<file path="config.mk">
export PLATFORM = sky130hd
export DESIGN_NAME = shift_sequencer
export DESIGN_NICKNAME = d
export VERILOG_FILES = /design/src/rtl/shift_sequencer.sv
export SDC_FILE = /design/constraint.sdc
export NUM_CORES = 1
export LEC_CHECK = 0
export BUFFER_PORTS_ARGS = -buffer_cell sky130_fd_sc_hd__buf_2
export CORE_AREA = 4 4 107 109
export DETAILED_ROUTE_END_ITERATION = 12
export DIE_AREA = 0 0 111 113
export PLACE_DENSITY_LB_ADDON = 0.25
export SYNTH_ARGS = -nofsm -noshare
export SYNTH_HDL_FRONTEND = slang
export SYNTH_SLANG_ARGS = --single-unit
export TNS_END_PERCENT = 1
</file>
<file path="constraint.sdc">
create_clock -name i_clk -period 4.3 [get_ports i_clk]
set_input_delay 0.645 -clock i_clk [delete_from_list [all_inputs] [get_ports i_clk]]
set_output_delay 0.645 -clock i_clk [all_outputs]
set_load 0.05 [all_outputs]
</file>
<file path="src/rtl/shift_sequencer.sv">
// shift_sequencer
// Multi-pass controller wrapped around a purely combinational 64-bit barrel
// shifter. It widens the shifter's native 0..31 range to 0..63 by issuing
// up to three passes of at most 31 positions each, holding the operand in a
// work register between passes and exposing a start/busy/done handshake.
//
// Optional feature: define SHIFT_ZERO_FLAG_EN to add the o_zero output,
// which flags an all-zero final result and is registered alongside o_done.
//
// state | meaning
// ------+---------------------------------------------------------------
// IDLE  | waiting for i_start; shifter driven with samt=0, sel=0
// SHIFT | one pass per cycle; work <- shifter result, rem <- rem - samt
module shift_sequencer (
   input  logic        i_clk,
   input  logic        i_reset,
   input  logic        i_start,
   input  logic [3:0]  i_op,
   input  logic [5:0]  i_amt,
   input  logic [63:0] i_d_in,
   output logic        o_busy,
   output logic        o_done,
   output logic [63:0] o_result,
   output logic [63:0] o_S_mux_out,
   output logic [4:0]  o_samt,
   output logic [3:0]  o_B_Sel,
`ifdef SHIFT_ZERO_FLAG_EN
   output logic        o_zero,
`endif
   input  logic [63:0] i_barrel_mux_out
);

   typedef enum logic {
      IDLE  = 1'b0,
      SHIFT = 1'b1
   } state_t;

   state_t      r_state;
   state_t      w_next_state;
   logic [63:0] r_work;
   logic [3:0]  r_op;
   logic [5:0]  r_rem;
   logic        r_done;

   logic        w_busy;
   logic        w_accept;
   logic        w_last;
   logic [4:0]  w_samt;
   logic [3:0]  w_sel;
   logic [3:0]  w_op_legal;

   // Codes 10..15 are not shifter operations; they run as pass-through.
   assign w_op_legal = (i_op > 4'd9) ? 4'd0 : i_op;

   // State register.
   always_ff @(posedge i_clk or posedge i_reset) begin
      if (i_reset) begin
         r_state <= IDLE;
      end else begin
         r_state <= w_next_state;
      end
   end

   // Next-state decode and per-pass shifter controls.
   always_comb begin
      w_next_state = r_state;
      w_busy       = 1'b0;
      w_accept     = 1'b0;
      w_last       = 1'b0;
      w_samt       = 5'd0;
      w_sel        = 4'd0;
      case (r_state)
         IDLE: begin
            if (i_start) begin
               w_accept     = 1'b1;
               w_next_state = SHIFT;
            end
         end
         SHIFT: begin
            w_busy = 1'b1;
            w_sel  = r_op;
            if (r_rem > 6'd31) begin
               w_samt = 5'd31;
            end else begin
               w_samt       = r_rem[4:0];
               w_last       = 1'b1;
               w_next_state = IDLE;
            end
         end
         default: begin
            w_next_state = IDLE;
         end
      endcase
   end

   // Operand/result work register, remaining amount and done pulse.
   always_ff @(posedge i_clk or posedge i_reset) begin
      if (i_reset) begin
         r_work <= 64'd0;
         r_op   <= 4'd0;
         r_rem  <= 6'd0;
         r_done <= 1'b0;
      end else begin
         r_done <= w_last;
         if (w_accept) begin
            r_work <= i_d_in;
            r_op   <= w_op_legal;
            r_rem  <= i_amt;
         end else if (w_busy) begin
            r_work <= i_barrel_mux_out;
            r_rem  <= r_rem - {1'b0, w_samt};
         end
      end
   end

`ifdef SHIFT_ZERO_FLAG_EN
   logic r_zero;

   // Zero flag lands with done and holds until the next accepted start.
   always_ff @(posedge i_clk or posedge i_reset) begin
      if (i_reset) begin
         r_zero <= 1'b0;
      end else if (w_accept) begin
         r_zero <= 1'b0;
      end else if (w_last) begin
         r_zero <= (i_barrel_mux_out == 64'd0);
      end
   end

   assign o_zero = r_zero;
`endif

   assign o_busy      = w_busy;
   assign o_done      = r_done;
   assign o_result    = r_work;
   assign o_S_mux_out = r_work;
   assign o_samt      = w_samt;
   assign o_B_Sel     = w_sel;

endmodule

</file>
Word-level counts from Yosys, hierarchy flattened. Cells that the tools add are included.

Register bits after elaboration: 76. Bits in latches: 0. Bits in writable memories: 0. Bits in read-only memories: 0. Bits of input ports: 141. Output and inout bits: 139. Word-level logic and storage cells: 25. Memories: 0.

Add/subtract/negate cells: 1. $mul: 0. Div/mod/pow operators: 0. $lt $le $gt $ge: 2. Equal/unequal tests: 0. Shifts and indexed selects: 0. Multiplexer cells: 15. Bitwise logic cells: 1. Reduce and logical (&&, ||, !) cells: 1.

Operator list (count): 2-to-1 mux 64 bit (2); 2-to-1 mux 6 bit (2); 2-to-1 mux 5 bit (2); 2-to-1 mux 4 bit (2); > comparator 6 x 5 -> 1 bit, second input constant (1); 2-to-1 mux 1 bit (6); subtractor 6 x 5 -> 6 bit (1); > comparator 4 bit, second input constant (1); one-hot mux 1 bit (2 select lines) (1); nonzero test 2 bit (1); NOT 1 bit (1).

Longest topological paths before layout. Gate-level depths: netlist of run 1.

Depth in word-level cells: 6. Gate-level depth with buffers: 10.

Worst setup path before layout of run 1. OpenSTA, ideal clock, no wires.

Kind: reg2reg. From: reg r_state. To: reg r_rem[4]. Library setup time: 0.082 ns. Arrival time: 2.689 ns. Required time: 4.218 ns. Setup slack: 1.529 ns. Stages on the path, launching flop included: 11. Buffers on the path: 3. Period minus slack after synthesis: 2.771 ns. Cell sequence: dfrtp_1 > buf_4 > buf_6 > buf_2 > o21a_1 > ha_1 > inv_1 > ha_1 > nand3_1 > mux2_2 > o22ai_1.

Cells in the longest elaborated chain, start to end: 4.

RTL lines: start, declared (RTL line 38) `state_t r_state;`; start signal, assigned (RTL line 60) `r_state <= w_next_state;`; 2-to-1 mux 5 bit (RTL line 72) `case (r_state)`; via o_samt[0] (RTL line 25) `output logic [4:0] o_samt,`; subtractor 6 x 5 -> 6 bit (RTL line 111) `r_rem <= r_rem - {1'b0, w_samt};`; 2-to-1 mux 6 bit (RTL line 109) `end else if (w_busy) begin`; 2-to-1 mux 6 bit (RTL line 105) `if (w_accept) begin`; end signal, assigned (RTL line 108) `r_rem <= i_amt;`; end signal, assigned (RTL line 111); end, declared (RTL line 42) `logic [5:0] r_rem;`.

The timed path passes the listed nets, and every way through them passes these cells. The select of a mux whose other input is x is not followed. A chain may end at the register's enable or synchronous reset.

Worst setup path in the final report of run 1.
From: reg r_state. To: out o_samt[0].

Cells in the longest elaborated chain, start to end: 1.

RTL lines (RTL line): 2-to-1 mux 5 bit (72); end, declared (25).

No other way between the ends.

==> results.md, run 1 <==
- Result of the run: completed
- Number of enable-type register cells in the synthesized netlist: 0
- Number of antenna cells inserted: 0
- Count of endpoints failing setup in the final report: 0
- Antenna violations before repair: 0
- Synthesized area divided by synthesized cell count: 9.94 µm²
- Netlist area before placement: 0.00419 mm²
- Slew HR: 42.5%
- Commonest cells after routing, fill and taps aside: buf_2 (278), dfrtp_1 (75), nand2_1 (74)
- Clock transition at the registers of the reported paths: 0.08 ns
- Mapped Cells: 422
- Top Family by Delay on Critical Path: flip-flops
- Number of vias in the routed layout: 3588
- Delay of the slowest critical-path stage: 0.99 ns
- DRC violation total after the first TritonRoute iteration: 145
- Slew of the pin with the lowest slew margin: 0.863 ns
- Critical Path RT: 3.65 ns
- Proportion of synthesized chip area in sequential cells: 45.4%
- Overall routed net length: 11.2 mm
- Yosys warning total: 0
- Remaining global-route overflow: 0
- Largest buffer count on any clock path: 2
- Combined buffer and inverter count along the critical path: 1
- Cell at the slowest stage of the critical path: dfrtp_4
- Largest net degree at the start of global routing: 100
- Initial Utilization: 39.5%
- Number of design rule violations left after detail routing: 0
- Commonest non-fill, non-tap cell in the layout: buf_2
- Total Nets Final: 767
- Number of input and output port buffers inserted: 279
- Final hold violation count: 0
- Flops & latches, synth: 76
- Wire length of the first global-routing pass: 17.7 mm
- Detailed-placement wirelength estimate: 8.46 mm
- Routability cong.: 0.850
- Average routed wire per standard cell: 14.6 µm
- Number of top-level design ports: 280
- Endpoint kind of the worst setup timing path: primary output
- Crit Path Category: reg -> out
- Number of buffers created by CTS: 9
- Die X: 111 µm
- Layout-stage area growth over the synthesis result: 27.3%
- Most used DFF post-synth: dfrtp_1
- Clk sink count: 76
- Cells along the critical path: o21a_1 > buf_2
- Net Count, Synth: 565
- Highest attainable clock frequency: 398 MHz
- Hold buffer count at CTS: 0
- Clk Tree Root Cell: clkbuf_8
- Floorplan die area: 0.0125 mm²
- Unique cell type count in the Yosys netlist: 28
- Classification of the worst-slack hold path: in -> async
- Critical path fanouts, max: 99
- Number of instances resized during post-cts repair: 0
- Share of the clock period used by the worst path after layout: 58.5%
- TNS Setup: 0 ns
- TritonCTS clock tree: built
- Chip Height: 113 µm
- Unrepaired setup endpoints after global routing: no
- Number of detailed-routing iterations run before antenna repair: 4
- Via/cell ratio: 4.67
- Slew Limit Fails: 0
- Share of async-settable or async-resettable flops after synthesis: 100%
- Min cycle time layout: 2.51 ns
- Worst clock skew: 0.00694 ns
- Maximum level of the CTS H-tree: 3
- Via count of the first global-routing pass: 3517
- Crit start category: flop
- Routed Antenna Nets: 0
- Data arrival time at the worst-slack endpoint: 1.87 ns
- Hold Slack: 0.367 ns
- Number of cell rows: 38
- Latest clock arrival within the worst-skew pair: 0.34 ns
- Area inside the core boundary: 0.0106 mm²
- Overall routing resource usage: 17.4%
- Number of max-capacitance violations reported: 0
- Number of post-CTS setup repair buffers: 0
- Layout cells sized above 1: 48.2%
## metrics by stage
stage                     area [µm²]  instances  worst slack (ns)  util [%]
after CTS                       5340        769              1.74      50.3
after floorplan                 4190        422              1.53         -
after global routing            5340        769              1.61      50.3
after detailed placement        5100        753              1.85      48.1
final                           5340        769              1.79      50.3
after global placement          5100        753              1.91      48.1
## routing by layer
layer  part of all wire [%]  up-vias  track usage (%)
met1                     40     1660             20.6
li1                       -     1759                -
met5                      0        -                0
met2                     51      154             30.2
met3                    7.0       15             4.17
met4                    1.9        0             7.72
## flip-flops by register name, summed over array words and instances, names as in the netlist
name and flops:
r_op 4, r_state 1, o_done 1, r_rem 6, o_S_mux_out 64
## final timing paths
path | start | endpoint | slack [ns] | cells past startpoint
worst max-delay path | r_state | o_samt[0] | 1.79 | 2
worst min-delay path | i_reset | o_S_mux_out[24] | 0.37 | 2
worst max register to register | r_state | r_rem[4] | 1.85 | 7
worst min register to register | r_op[1] | r_op[1] | 0.49 | 2
max in group asynchronous | i_reset | r_state | 2.91 | 3
min in group i_clk | r_op[1] | r_op[1] | 0.49 | 2
## cells in the mapped netlist, types with 2 or more instances
cell      instances  share of area (%)
clkbuf_1          8               0.72
ha_1              2               0.60
mux2i_1          67                 16
inv_1             5               0.45
nand2_1          74                6.6
buf_6             6                1.6
nand3_1           2               0.24
buf_2             8               0.95
dfrtp_1          76                 45
nand2b_1          4               0.60
mux2_2            3               0.81
and2_1            4               0.60
nor2b_1           3               0.45
o21ai_0          57                6.8
buf_4            66                 12
a21oi_1           2               0.24
o21a_1            5               0.90
o22ai_1           2               0.30
o21ai_1          17                2.0
buf_12            3                1.4
## kinds of logic (layout without fill, tap and decap cells)
group	after synthesis	after routing	share of synthesized area (%)
multiplexers	70	70	16.8
AO/OA/AOI/OAI	86	86	10.9
flip-flops	76	76	45.4
AND/OR/NAND/NOR	92	92	9.37
adder cells (fa/ha/maj)	2	2	0.597
buffers and inverters	96	303	17.0
## worst register-to-register path, cell delays in order (launching register included)
cell	delay [ns]
dfrtp_4	0.99
o21a_1	0.27
ha_1	0.20
inv_1	0.08
ha_1	0.23
nand3_1	0.10
mux2_2	0.33
o22ai_1	0.16
## cell type report
cell class                 count  area [µm²]
clock buffer                  12         165
clock inverter                 4        70.1
fill                        1007        5270
inverter                       5        20.0
multi-input combinational    250        1580
sequential                    76        1910
tap                          140         175
timing repair buffer         282        1420
Power of run 1 is not shown: default switching activity piles up to over one toggle a cycle in this logic, so the estimate is an artifact.
==> inputs of run 2 (changes only) <==
--- a/config.mk
+++ b/config.mk
@@ -6,9 +6,9 @@
 export NUM_CORES = 1
 export LEC_CHECK = 0
 export BUFFER_PORTS_ARGS = -buffer_cell sky130_fd_sc_hd__buf_2
-export CORE_AREA = 4 4 107 109
+export CORE_MARGIN = 4
+export CORE_UTILIZATION = 42
 export DETAILED_ROUTE_END_ITERATION = 12
-export DIE_AREA = 0 0 111 113
 export PLACE_DENSITY_LB_ADDON = 0.25
 export SYNTH_ARGS = -nofsm -noshare
 export SYNTH_HDL_FRONTEND = slang
==> constraint.sdc (replaced) <==
create_clock -name i_clk -period 2.6 [get_ports i_clk]
set_input_delay 0.39 -clock i_clk [delete_from_list [all_inputs] [get_ports i_clk]]
set_output_delay 0.39 -clock i_clk [all_outputs]
set_load 0.05 [all_outputs]
==> run 2 against run 1 <==
Flip-flop and latch count unchanged. Final cell count decreased by 0.65%. Non-clock buffer count increased by 3. Count of clock-buffer cells in the layout decreased by 1. Die area decreased by 7.2%. Register-to-register slack got worse by 1.2 ns. Sequential share of layout area decreased by 0.29 points. Clock skew increased by 0.0032 ns. Cell area increased by 0.82%. Critical endpoint is now o_samt[4]. Largest cell class unchanged. Highest routed layer unchanged.
==> results.md, run 2 (same netlist as run 1, synthesis figures left out) <==
- Count of endpoints failing setup in the final report: 0 (unchanged)
- Slew Limit Fails: 0 (unchanged)
- Result of the run: completed (unchanged)
- Largest net degree at the start of global routing: 49 (was 100)
- Number of vias in the routed layout: 3569 (was 3588)
- Critical path fanouts, max: 48 (was 99)
- Layer carrying the most global-route usage: met2 (unchanged)
- Clk Tree Root Cell: clkbuf_8 (unchanged)
- Crit Path Category: reg -> out (unchanged)
- Number of design rule violations left after detail routing: 0 (unchanged)
- Commonest non-fill, non-tap cell in the layout: buf_2 (unchanged)
- TritonCTS clock tree: built (unchanged)
- Clk sink count: 76 (unchanged)
- Highest attainable clock frequency: 454 MHz
- Initial Utilization: 43.1% (was 39.5%)
- Worst clock skew: 0.0101 ns (was 0.00694 ns)
- Number of input and output port buffers inserted: 279 (unchanged)
- Met1 Use GR: 22.5% (was 20.6%)
- Number of max-capacitance violations reported: 0 (unchanged)
- DRC violation total after the first TritonRoute iteration: 134 (was 145)
- Hold Slack: 0.0986 ns (was 0.367 ns)
- Antenna violations before repair: 0 (unchanged)
- Final hold violation count: 0 (unchanged)
- Number of post-CTS setup repair buffers: 0 (unchanged)
- Number of buffers created by CTS: 9 (unchanged)
- Critical Path RT: 2.21 ns (was 3.65 ns)
- Routing usage on met2: 32.1% (was 30.2%)
- Routed Antenna Nets: 0 (unchanged)
- Average routed wire per standard cell: 14.7 µm (was 14.6 µm)
- Largest register FFs: 64 (unchanged)
- Routability cong.: 0.775 (was 0.850)
- Number of top-level design ports: 280 (unchanged)
- Number of instances resized during post-cts repair: 0 (unchanged)
- Number of cell rows: 36 (was 38)
- Cells along the critical path: buf_4 > o21a_1 > buf_2 (was o21a_1 > buf_2)
- Die X: 108 µm (was 111 µm)
- Total Nets Final: 770 (was 767)
- Remaining global-route overflow: 0 (unchanged)
- Hold buffer count at CTS: 0 (unchanged)
- Number of detailed-routing iterations run before antenna repair: 5 (was 4)
- Overall routed net length: 11.3 mm (was 11.2 mm)
- Via/cell ratio: 4.67 (about the same)
- Commonest cells after routing, fill and taps aside: buf_2 (278), dfrtp_1 (75), nand2_1 (74) (unchanged)
- Cell at the slowest stage of the critical path: dfrtp_4 (unchanged)
- Number of antenna cells inserted: 0 (unchanged)
- Endpoint kind of the worst setup timing path: primary output (unchanged)
- Layout cells sized above 1: 48.3% (was 48.2%)
- Largest buffer count on any clock path: 2 (unchanged)
- Latest clock arrival within the worst-skew pair: 0.34 ns (about the same)
- Setup slack on the worst flop-to-flop path: 0.61 ns (was 1.85 ns)
- Overall routing resource usage: 18.4% (was 17.4%)
- Top Family by Delay on Critical Path: buffers and inverters (was flip-flops)
- TNS Setup: 0 ns (unchanged)
- Crit start category: flop (unchanged)
- Chip Height: 108 µm (was 113 µm)
- Area inside the core boundary: 0.00973 mm² (was 0.0106 mm²)
- Slew of the pin with the lowest slew margin: 0.616 ns (was 0.863 ns)
- Min cycle time layout: 2.20 ns
- Global-route track usage on met3: 4.98% (was 4.17%)
- Delay of the slowest critical-path stage: 0.61 ns (was 0.99 ns)
- Floorplan die area: 0.0116 mm² (was 0.0125 mm²)
- Maximum level of the CTS H-tree: 3 (unchanged)
- Unrepaired setup endpoints after global routing: no (unchanged)
- Share of the clock period used by the worst path after layout: 84.7%
- Classification of the worst-slack hold path: in -> async (unchanged)
- Layout-stage area growth over the synthesis result: 28.3% (was 27.3%)
- Wire length of the first global-routing pass: 17.1 mm (was 17.7 mm)
- Via count of the first global-routing pass: 3518 (was 3517)
- Detailed-placement wirelength estimate: 9.02 mm (was 8.46 mm)
- Slew HR: 58.9% (was 42.5%)
- Data arrival time at the worst-slack endpoint: 1.81 ns (was 1.87 ns)
- Combined buffer and inverter count along the critical path: 2 (was 1)
- Clock transition at the registers of the reported paths: 0.08 ns (about the same)
run 2: cell count changes in the layout (fill, tap and decap cells not counted), sizes merged:
cell	before	now
clkinv	3	1
buf	282	285
clkbuf	12	11
clkinvlp	0	1
bufinv	2	3
run 2: cell type report:
cell class | instances | area (µm²)
Clock inverter | 4 | 97.6
Clock buffer | 11 | 141
Inverter | 5 | 20.0
Sequential cell | 76 | 1910
Multi-Input combinational cell | 250 | 1580
Fill cell | 906 | 4350
Timing Repair Buffer | 285 | 1470
Tap cell | 133 | 166
run 2: worst reg2reg max path, cell delays in order (launching register included):
cell,delay (ns)
dfrtp_4,0.61
o21a_2,0.21
ha_1,0.20
inv_1,0.08
ha_1,0.23
nand3_1,0.11
mux2_2,0.33
o22ai_1,0.16
run 2: stage by stage:
step                instances  setup WS [ns]  util (%)  cell area (µm²)
global route              764          0.250      55.3             5380
detailed placement        749          0.589      52.8             5140
CTS                       764          0.353      55.3             5380
finish                    764          0.398      55.3             5380
global placement          749          0.688      52.8             5140
floorplan                 422          0.101         -             4200
run 2: worst paths after layout:
kind	endpoint	depth (start not counted)	start
hold reg to reg	r_op[1]	2	r_op[1]
hold / removal	o_S_mux_out[47]	2	i_reset
max in group asynchronous	o_S_mux_out[40]	3	i_reset
setup reg to reg	r_rem[4]	7	r_state
setup / recovery	o_samt[4]	3	r_state
min in group i_clk	o_S_mux_out[45]	3	i_barrel_mux_out[45]
run 2: per-layer routing:
layer | wire length, µm | up-vias
met4 | 148 | 0
met5 | 0 | -
met2 | 5540 | 167
li1 | - | 1760
met1 | 4520 | 1631
met3 | 1050 | 11
Power of run 2 is left out for the same reason.
